--- config.mk ---
export PLATFORM = sky130hd
export DESIGN_NAME = mdu_seq_flat
export DESIGN_NICKNAME = d
export VERILOG_FILES = /design/src/rtl/mdu_seq_if.sv /design/src/rtl/mdu_seq.sv /design/src/flat_wrapper.sv
export SDC_FILE = /design/constraint.sdc
export NUM_CORES = 1
export LEC_CHECK = 0
export CORE_MARGIN = 3
export CORE_UTILIZATION = 40
export DETAILED_ROUTE_END_ITERATION = 6
export GPL_TIMING_DRIVEN = 0
export PLACE_DENSITY_LB_ADDON = 0.12
export SLEW_MARGIN = 5
export SYNTH_ARGS = -nofsm -noshare
export SYNTH_HDL_FRONTEND = slang
export SYNTH_SLANG_ARGS = --single-unit
export TNS_END_PERCENT = 50
--- constraint.sdc ---
create_clock -name clk -period 11.9 [get_ports clk]
set_clock_uncertainty 0.05 [all_clocks]
set_input_delay 2.975 -clock clk [delete_from_list [all_inputs] [get_ports clk]]
set_output_delay 2.975 -clock clk [all_outputs]
set_load 0.1 [all_outputs]
--- src/rtl/mdu_seq_if.sv ---
// Execute-stage <-> multiply/divide sequencer bundle: decoded instruction in,
// status, read data and architectural HI/LO out.
interface mdu_seq_if #(parameter int unsigned WIDTH = 32);
  logic             issue;
  logic [3:0]       ALUop;
  logic [5:0]       FuncCode;
  logic [WIDTH-1:0] a;
  logic [WIDTH-1:0] b;
  logic             busy;
  logic             done;
  logic             stall;
  logic             illegal;
  logic [WIDTH-1:0] rd_data;
  logic [WIDTH-1:0] hi;
  logic [WIDTH-1:0] lo;

  modport master (output issue, ALUop, FuncCode, a, b,
                  input  busy, done, stall, rd_data, illegal, hi, lo);
  modport slave  (input  issue, ALUop, FuncCode, a, b,
                  output busy, done, stall, rd_data, illegal, hi, lo);
endinterface

--- src/rtl/mdu_seq.sv ---
// Iterative MULT/MULTU/DIV/DIVU sequencer owning HI/LO, one iteration per cycle.
// Define MDU_DIV_EN to build the restoring divider; otherwise DIV/DIVU report illegal.
module mdu_seq #(
  parameter int unsigned WIDTH = 32
) (
  input logic      clk,
  input logic      rst_n,
  mdu_seq_if.slave bus
);

  localparam int unsigned CW = $clog2(WIDTH);

  localparam logic [5:0] F_MFHI  = 6'b010000;
  localparam logic [5:0] F_MTHI  = 6'b010001;
  localparam logic [5:0] F_MFLO  = 6'b010010;
  localparam logic [5:0] F_MTLO  = 6'b010011;
  localparam logic [5:0] F_MULT  = 6'b011000;
  localparam logic [5:0] F_MULTU = 6'b011001;
  localparam logic [5:0] F_DIV   = 6'b011010;
  localparam logic [5:0] F_DIVU  = 6'b011011;

  typedef enum logic [1:0] {S_IDLE, S_RUN, S_DONE} state_t;

  state_t           state_q;
  logic [CW-1:0]    cnt_q;
  logic [WIDTH-1:0] acc_q, sh_q, opnd_q, hi_q, lo_q;
  logic             neg_q, busy_q, done_q;
`ifdef MDU_DIV_EN
  logic             div_q, rneg_q, dz_q;
`endif

  logic             dec, f_mfhi, f_mflo, f_mthi, f_mtlo, f_mul, f_div, div_ok;
  logic             legal, accept, start, sgn, a_neg, b_neg;
  logic [WIDTH-1:0] a_mag, b_mag;

  assign dec    = bus.issue && (bus.ALUop == 4'b1111);
  assign f_mfhi = (bus.FuncCode == F_MFHI);
  assign f_mflo = (bus.FuncCode == F_MFLO);
  assign f_mthi = (bus.FuncCode == F_MTHI);
  assign f_mtlo = (bus.FuncCode == F_MTLO);
  assign f_mul  = (bus.FuncCode == F_MULT) || (bus.FuncCode == F_MULTU);
  assign f_div  = (bus.FuncCode == F_DIV)  || (bus.FuncCode == F_DIVU);

`ifdef MDU_DIV_EN
  assign div_ok      = f_div;
  assign bus.illegal = 1'b0;
`else
  assign div_ok      = 1'b0;
  assign bus.illegal = dec && f_div;
`endif

  assign legal  = dec && (f_mfhi || f_mflo || f_mthi || f_mtlo || f_mul || div_ok);
  assign accept = legal && (state_q != S_RUN);
  assign start  = accept && (f_mul || div_ok);

  // Signed variants have funct bit 0 clear; the datapath only sees magnitudes.
  assign sgn   = ~bus.FuncCode[0];
  assign a_neg = sgn & bus.a[WIDTH-1];
  assign b_neg = sgn & bus.b[WIDTH-1];
  assign a_mag = a_neg ? -bus.a : bus.a;
  assign b_mag = b_neg ? -bus.b : bus.b;

  assign bus.stall   = legal && (state_q == S_RUN);
  assign bus.rd_data = (accept && f_mfhi) ? hi_q :
                       (accept && f_mflo) ? lo_q : '0;
  assign bus.busy    = busy_q;
  assign bus.done    = done_q;
  assign bus.hi      = hi_q;
  assign bus.lo      = lo_q;

  logic [WIDTH:0]     sum;
  logic [WIDTH-1:0]   acc_d, sh_d, hi_d, lo_d;
  logic [2*WIDTH-1:0] prod;
`ifdef MDU_DIV_EN
  logic [WIDTH:0]     shifted, diff;
`endif

  // acc_q/sh_q hold {upper, lower} product halves, or {remainder, dividend/quotient}.
  always_comb begin
    sum   = {1'b0, acc_q} + (sh_q[0] ? {1'b0, opnd_q} : '0);
    acc_d = sum[WIDTH:1];
    sh_d  = {sum[0], sh_q[WIDTH-1:1]};
    prod  = {acc_d, sh_d};
    if (neg_q) prod = -prod;
    {hi_d, lo_d} = prod;
`ifdef MDU_DIV_EN
    shifted = {acc_q, sh_q[WIDTH-1]};
    diff    = shifted - {1'b0, opnd_q};
    if (div_q) begin
      acc_d = diff[WIDTH] ? shifted[WIDTH-1:0] : diff[WIDTH-1:0];
      sh_d  = {sh_q[WIDTH-2:0], ~diff[WIDTH]};
      lo_d  = dz_q ? '1 : (neg_q ? -sh_d : sh_d);
      hi_d  = rneg_q ? -acc_d : acc_d;
    end
`endif
  end

  always_ff @(posedge clk or negedge rst_n) begin
    if (!rst_n) begin
      state_q <= S_IDLE;
      cnt_q   <= '0;
      acc_q   <= '0;
      sh_q    <= '0;
      opnd_q  <= '0;
      neg_q   <= 1'b0;
      hi_q    <= '0;
      lo_q    <= '0;
      busy_q  <= 1'b0;
      done_q  <= 1'b0;
`ifdef MDU_DIV_EN
      div_q   <= 1'b0;
      rneg_q  <= 1'b0;
      dz_q    <= 1'b0;
`endif
    end else begin
      done_q <= 1'b0;
      case (state_q)
        S_RUN: begin
          acc_q <= acc_d;
          sh_q  <= sh_d;
          cnt_q <= cnt_q - CW'(1);
          if (cnt_q == '0) begin
            hi_q    <= hi_d;
            lo_q    <= lo_d;
            state_q <= S_DONE;
            busy_q  <= 1'b0;
            done_q  <= 1'b1;
          end
        end
        default: begin
          state_q <= S_IDLE;
          if (start) begin
            state_q <= S_RUN;
            busy_q  <= 1'b1;
            cnt_q   <= CW'(WIDTH - 1);
            acc_q   <= '0;
            neg_q   <= a_neg ^ b_neg;
            sh_q    <= div_ok ? a_mag : b_mag;
            opnd_q  <= div_ok ? b_mag : a_mag;
`ifdef MDU_DIV_EN
            div_q   <= f_div;
            rneg_q  <= a_neg;
            dz_q    <= (bus.b == '0);
`endif
          end else if (accept && f_mthi) begin
            hi_q <= bus.a;
          end else if (accept && f_mtlo) begin
            lo_q <= bus.a;
          end
        end
      endcase
    end
  end

endmodule

--- src/flat_wrapper.sv ---
// flat-port wrapper written by rule: the top's interface ports become plain ports
module mdu_seq_flat 
#(
  parameter int unsigned WIDTH = 32
)
  (clk, rst_n, bus_issue, bus_ALUop, bus_FuncCode, bus_a, bus_b, bus_busy, bus_done, bus_stall, bus_rd_data, bus_illegal, bus_hi, bus_lo);
  mdu_seq_if #(.WIDTH(WIDTH)) bus_i ();
  input logic clk;
  input logic rst_n;
  input wire logic [$bits(bus_i.issue)-1:0] bus_issue;
  input wire logic [$bits(bus_i.ALUop)-1:0] bus_ALUop;
  input wire logic [$bits(bus_i.FuncCode)-1:0] bus_FuncCode;
  input wire logic [$bits(bus_i.a)-1:0] bus_a;
  input wire logic [$bits(bus_i.b)-1:0] bus_b;
  output wire logic [$bits(bus_i.busy)-1:0] bus_busy;
  output wire logic [$bits(bus_i.done)-1:0] bus_done;
  output wire logic [$bits(bus_i.stall)-1:0] bus_stall;
  output wire logic [$bits(bus_i.rd_data)-1:0] bus_rd_data;
  output wire logic [$bits(bus_i.illegal)-1:0] bus_illegal;
  output wire logic [$bits(bus_i.hi)-1:0] bus_hi;
  output wire logic [$bits(bus_i.lo)-1:0] bus_lo;
  assign bus_i.issue = bus_issue;
  assign bus_i.ALUop = bus_ALUop;
  assign bus_i.FuncCode = bus_FuncCode;
  assign bus_i.a = bus_a;
  assign bus_i.b = bus_b;
  assign bus_busy = bus_i.busy;
  assign bus_done = bus_i.done;
  assign bus_stall = bus_i.stall;
  assign bus_rd_data = bus_i.rd_data;
  assign bus_illegal = bus_i.illegal;
  assign bus_hi = bus_i.hi;
  assign bus_lo = bus_i.lo;
  mdu_seq #(.WIDTH(WIDTH)) u_core (.clk(clk), .rst_n(rst_n), .bus(bus_i));
endmodule
==> run_summary.xml <==
<?xml version="1.0" encoding="UTF-8"?>
<metrics>
  <group name="clocking">
    <metric name="ctsHtreeMaxLevel" unit="">4</metric>
    <metric name="post_cts_buffers" unit="">0</metric>
    <metric name="post_cts_resize_count" unit="">0</metric>
    <metric name="hold_buffers" unit="">0</metric>
    <metric name="tritoncts" unit="">yes</metric>
    <metric name="clock_path_buffers" unit="">2</metric>
    <metric name="number_of_clock_buffers_inserted_by_tritoncts" unit="">17</metric>
    <metric name="later_pin_clock_latency_in_the_skew_report" unit="ps">450</metric>
    <metric name="clk_transition_reported_paths" unit="ps">70</metric>
    <metric name="clock-sinks" unit="">170</metric>
    <metric name="cts-root-buf" unit="">sky130_fd_sc_hd__clkbuf_16</metric>
  </group>
  <group name="yosys">
    <metric name="synthesis.nets" unit="">1569</metric>
    <metric name="post_synth_inst_count" unit="">1454</metric>
    <metric name="post_synth_instance_area" unit="mm^2">0.0119</metric>
    <metric name="synth_enable_flop_cells" unit="">0</metric>
    <metric name="ys_seq_area_share" unit="%">35.7</metric>
    <metric name="yosysWarnings" unit="">0</metric>
    <metric name="ys.flop_type" unit="">sky130_fd_sc_hd__dfrtp_1</metric>
    <metric name="netlist_cell_types" unit="">76</metric>
    <metric name="postSynthAreaPerCell" unit="um^2">8.20</metric>
    <metric name="synth-async-reset-ratio" unit="%">100</metric>
    <metric name="postSynthRegisterBits" unit="">170</metric>
  </group>
  <group name="power_and_ir_drop">
    <metric name="powerDensity" unit="mW/mm^2">143</metric>
    <metric name="comb_power_share" unit="%">35.7</metric>
    <metric name="switching_power" unit="uW">853</metric>
    <metric name="sequentialPowerShare" unit="%">35.1</metric>
    <metric name="clkPwrFrac" unit="%">29.2</metric>
    <metric name="leakage" unit="nW">6.07</metric>
    <metric name="ir_worst_vdd" unit="mV">0.107</metric>
    <metric name="p_sw_share" unit="%">40.2</metric>
    <metric name="internal_power" unit="mW">1.27</metric>
  </group>
  <group name="floorplan">
    <metric name="die_height" unit="um">179</metric>
    <metric name="core.rowCount" unit="">62</metric>
    <metric name="core_area" unit="mm^2">0.0290</metric>
    <metric name="floorplan.die_area" unit="mm^2">0.0319</metric>
    <metric name="ios" unit="">177</metric>
    <metric name="die-width" unit="um">179</metric>
    <metric name="initial_core_util" unit="%">41.1</metric>
  </group>
  <group name="drt">
    <metric name="via_count" unit="">12300</metric>
    <metric name="antenna_violating_nets_post_route" unit="">0</metric>
    <metric name="wl" unit="um">45800</metric>
    <metric name="drc_errors" unit="">0</metric>
    <metric name="drt_iter0_drc" unit="">1353</metric>
    <metric name="drt_pre_antenna_iters" unit="">6</metric>
    <metric name="vias_per_cell" unit="">6.01</metric>
    <metric name="avgRoutedWirePerCell" unit="um">22.4</metric>
  </group>
  <group name="global_route">
    <metric name="grt_antenna_before_repair" unit="">1</metric>
    <metric name="grt_pass1_wl" unit="um">68300</metric>
    <metric name="gr-usage-all-layers" unit="%">28.3</metric>
    <metric name="vias_in_the_first_global_route" unit="">11500</metric>
    <metric name="grt_overflow_total" unit="">0</metric>
    <metric name="grt_max_degree" unit="">96</metric>
  </group>
  <group name="timing">
    <metric name="timing_worst_slew_pin_value" unit="ps">1120</metric>
    <metric name="timing.setup.tns" unit="ps">0</metric>
    <metric name="max_freq" unit="MHz">102</metric>
    <metric name="final_period_minus_worst_setup_slack" unit="ps">9790</metric>
    <metric name="max_slew_margin" unit="%">25.1</metric>
    <metric name="timing.hold.ws" unit="ps">426</metric>
    <metric name="fin_crit_sh" unit="%">82.3</metric>
    <metric name="unrepaired_setup_endpoints_after_global_routing" unit="">false</metric>
    <metric name="setup_viol_count_final" unit="">0</metric>
    <metric name="finalHoldViolations" unit="">0</metric>
    <metric name="report.final.slew_viol_count" unit="">0</metric>
  </group>
  <group name="final_layout">
    <metric name="final_core_util" unit="%">51.1</metric>
    <metric name="final_net_count" unit="">1763</metric>
    <metric name="syn2layout_area_growth" unit="%">24.3</metric>
    <metric name="drive_gt1_share" unit="%">3.61</metric>
    <metric name="antenna_cells_inserted" unit="">0</metric>
    <metric name="final.fill_count" unit="">2858</metric>
    <metric name="layout.cells.non_filler" unit="">2045</metric>
  </group>
  <group name="setup_path">
    <metric name="crit_arrival" unit="ps">6760</metric>
    <metric name="worst_setup_path_end_kind" unit="">output pin</metric>
    <metric name="critical_path.startpoint_type" unit="">input pin</metric>
    <metric name="critPathKind" unit="">input pin to output pin</metric>
    <metric name="worst-endpoint-required" unit="ps">8880</metric>
    <metric name="critical_path_peak_fanout" unit="">10</metric>
  </group>
  <group name="status">
    <metric name="run_status" unit="">finished, final reports clean</metric>
  </group>
  <group name="placement">
    <metric name="place.port_buffers" unit="">174</metric>
    <metric name="hpwlAfterDp" unit="um">35900</metric>
    <metric name="placed_cells_incl_taps" unit="">2013</metric>
    <metric name="globalplace.congestion" unit="">0.929</metric>
  </group>
  <group name="run">
    <metric name="max_cap_viol_count" unit="">0</metric>
  </group>
  <group name="worst_hold_path">
    <metric name="hold_class" unit="">flip-flop to flip-flop</metric>
  </group>
</metrics>
synthesized netlist by cell type (24+ instances only):
cell type                  number  area share [%]
sky130_fd_sc_hd__nor2_1       120             3.8
sky130_fd_sc_hd__xor2_1        47             3.5
sky130_fd_sc_hd__o21ai_0      169             7.1
sky130_fd_sc_hd__and2_1        35             1.8
sky130_fd_sc_hd__nand2_1      206             6.5
sky130_fd_sc_hd__dfrtp_1      170              36
sky130_fd_sc_hd__xnor2_1       80             5.9
sky130_fd_sc_hd__ha_1          37             3.9
sky130_fd_sc_hd__nor3_1        28             1.2
sky130_fd_sc_hd__clkbuf_1      73             2.3
sky130_fd_sc_hd__nand3_1       36             1.5
sky130_fd_sc_hd__a21oi_1       81             3.4
sky130_fd_sc_hd__a22o_1        33             2.4
sky130_fd_sc_hd__o31ai_1       42             2.6
sky130_fd_sc_hd__inv_1         24            0.76
power by group through the flow:
stage / combinational [mW] / sequential (mW) / clock [mW]
floorplan: 0.452 / 0.792 / 0
detailed placement: 0.746 / 0.753 / 0
CTS: 0.750 / 0.743 / 0.622
global route: 0.827 / 0.756 / 0.645
finish: 0.758 / 0.746 / 0.621
global placement: 0.737 / 0.751 / 0
cell usage in the layout (no fill, tap or decap), types with 7 or more instances in the layout:
master                            synthesis  layout
sky130_fd_sc_hd__a211oi_1                12      12
sky130_fd_sc_hd__a21o_1                  12      12
sky130_fd_sc_hd__a21oi_1                 81      81
sky130_fd_sc_hd__a221o_1                  7       7
sky130_fd_sc_hd__a22o_1                  33      33
sky130_fd_sc_hd__a22oi_1                 23      23
sky130_fd_sc_hd__a31oi_1                 10      10
sky130_fd_sc_hd__and2_1                  35      35
sky130_fd_sc_hd__and3_1                   8       8
sky130_fd_sc_hd__buf_1                   14      14
sky130_fd_sc_hd__clkbuf_1                73      74
sky130_fd_sc_hd__clkbuf_16                0      17
sky130_fd_sc_hd__clkdlybuf4s50_1          0     173
sky130_fd_sc_hd__dfrtp_1                170     170
sky130_fd_sc_hd__ha_1                    37      37
sky130_fd_sc_hd__inv_1                   24      24
sky130_fd_sc_hd__mux2_2                   8       8
sky130_fd_sc_hd__mux2i_1                 13      13
sky130_fd_sc_hd__nand2_1                206     206
sky130_fd_sc_hd__nand2b_1                12      12
sky130_fd_sc_hd__nand3_1                 36      36
sky130_fd_sc_hd__nand4_1                  8       8
sky130_fd_sc_hd__nor2_1                 120     120
sky130_fd_sc_hd__nor2b_1                  9       9
sky130_fd_sc_hd__nor3_1                  28      28
sky130_fd_sc_hd__nor4_1                  19      19
sky130_fd_sc_hd__o21ai_0                169     169
sky130_fd_sc_hd__o31ai_1                 42      42
sky130_fd_sc_hd__o41ai_1                 11      11
sky130_fd_sc_hd__or3_1                   12      12
sky130_fd_sc_hd__or4_1                   11      11
sky130_fd_sc_hd__xnor2_1                 80      80
sky130_fd_sc_hd__xor2_1                  47      47
stage by stage:
step | total power [mW] | cell area [um^2] | worst slack [ps]
after floorplan | 1.24 | 11900 | 850
after global placement | 1.49 | 14100 | 432
after detailed placement | 1.50 | 14200 | 2210
after CTS | 2.11 | 14800 | 2210
after global routing | 2.23 | 14800 | 1940
final | 2.12 | 14800 | 2110
cell families after synthesis:
group | after synthesis | synth area share, %
buffers and inverters | 114 | 3.73
flip-flops | 170 | 35.7
AND/OR/NAND/NOR | 526 | 20.7
multiplexers | 21 | 1.85
adder cells (fa/ha/maj) | 38 | 4.05
XOR/XNOR | 128 | 9.47
AO/OA/AOI/OAI | 457 | 24.5
worst paths after layout:
check / from / to / slack (ps) / cells past startpoint
max: bus_FuncCode[3] / bus_rd_data[12] / 2110 / 7
min: u_core.opnd_q[5]$_DFFE_PN0P_ / u_core.opnd_q[5]$_DFFE_PN0P_ / 430 / 2
max reg2reg: u_core.sh_q[0]$_DFFE_PN0P_ / u_core.bus.hi[30]$_DFFE_PN0P_ / 6140 / 17
min reg2reg: u_core.opnd_q[5]$_DFFE_PN0P_ / u_core.opnd_q[5]$_DFFE_PN0P_ / 430 / 2
max in group asynchronous: rst_n / u_core.bus.hi[5]$_DFFE_PN0P_ / 8430 / 2
min in group asynchronous: rst_n / u_core.opnd_q[27]$_DFFE_PN0P_ / 2440 / 1
cell type report:
cell class	count	area, um^2	share of cell area, %
repair buffers	175	1770	12.0
clock buffers	18	429	2.90
multi-input cells	1170	7220	48.8
inverters	24	90.1	0.608
clock inverters	14	209	1.41
flip-flops and latches	170	4250	28.7
well taps	384	480	3.24
plain buffers	90	354	2.39
critical path: stages:
cell and delay, ps:
sky130_fd_sc_hd__clkdlybuf4s50_1 490, sky130_fd_sc_hd__nor3_1 280, sky130_fd_sc_hd__nand2b_1 100, sky130_fd_sc_hd__nor3_1 880, sky130_fd_sc_hd__clkbuf_1 580, sky130_fd_sc_hd__a22o_1 270, sky130_fd_sc_hd__clkdlybuf4s50_1 1160
flip-flops by register name, indices dropped and copies added (netlist names):
| signal | flops |
|---|---|
| u_core.acc_q | 32 |
| u_core.bus.busy | 1 |
| u_core.bus.done | 1 |
| u_core.bus.hi | 32 |
| u_core.bus.lo | 32 |
| u_core.cnt_q | 5 |
| u_core.neg_q | 1 |
| u_core.opnd_q | 32 |
| u_core.sh_q | 32 |
| u_core.state_q | 2 |
metal layers:
metal | vias to the layer above | global-route usage (%) | share of wire, %
met1 | 5978 | 40.8 | 44
met2 | 608 | 42.8 | 45
met3 | 70 | 6.66 | 8.9
li1 | 5626 | - | -
met5 | - | 0 | 0.028
met4 | 2 | 6.95 | 1.9
Power figures use the tool's default switching activity.
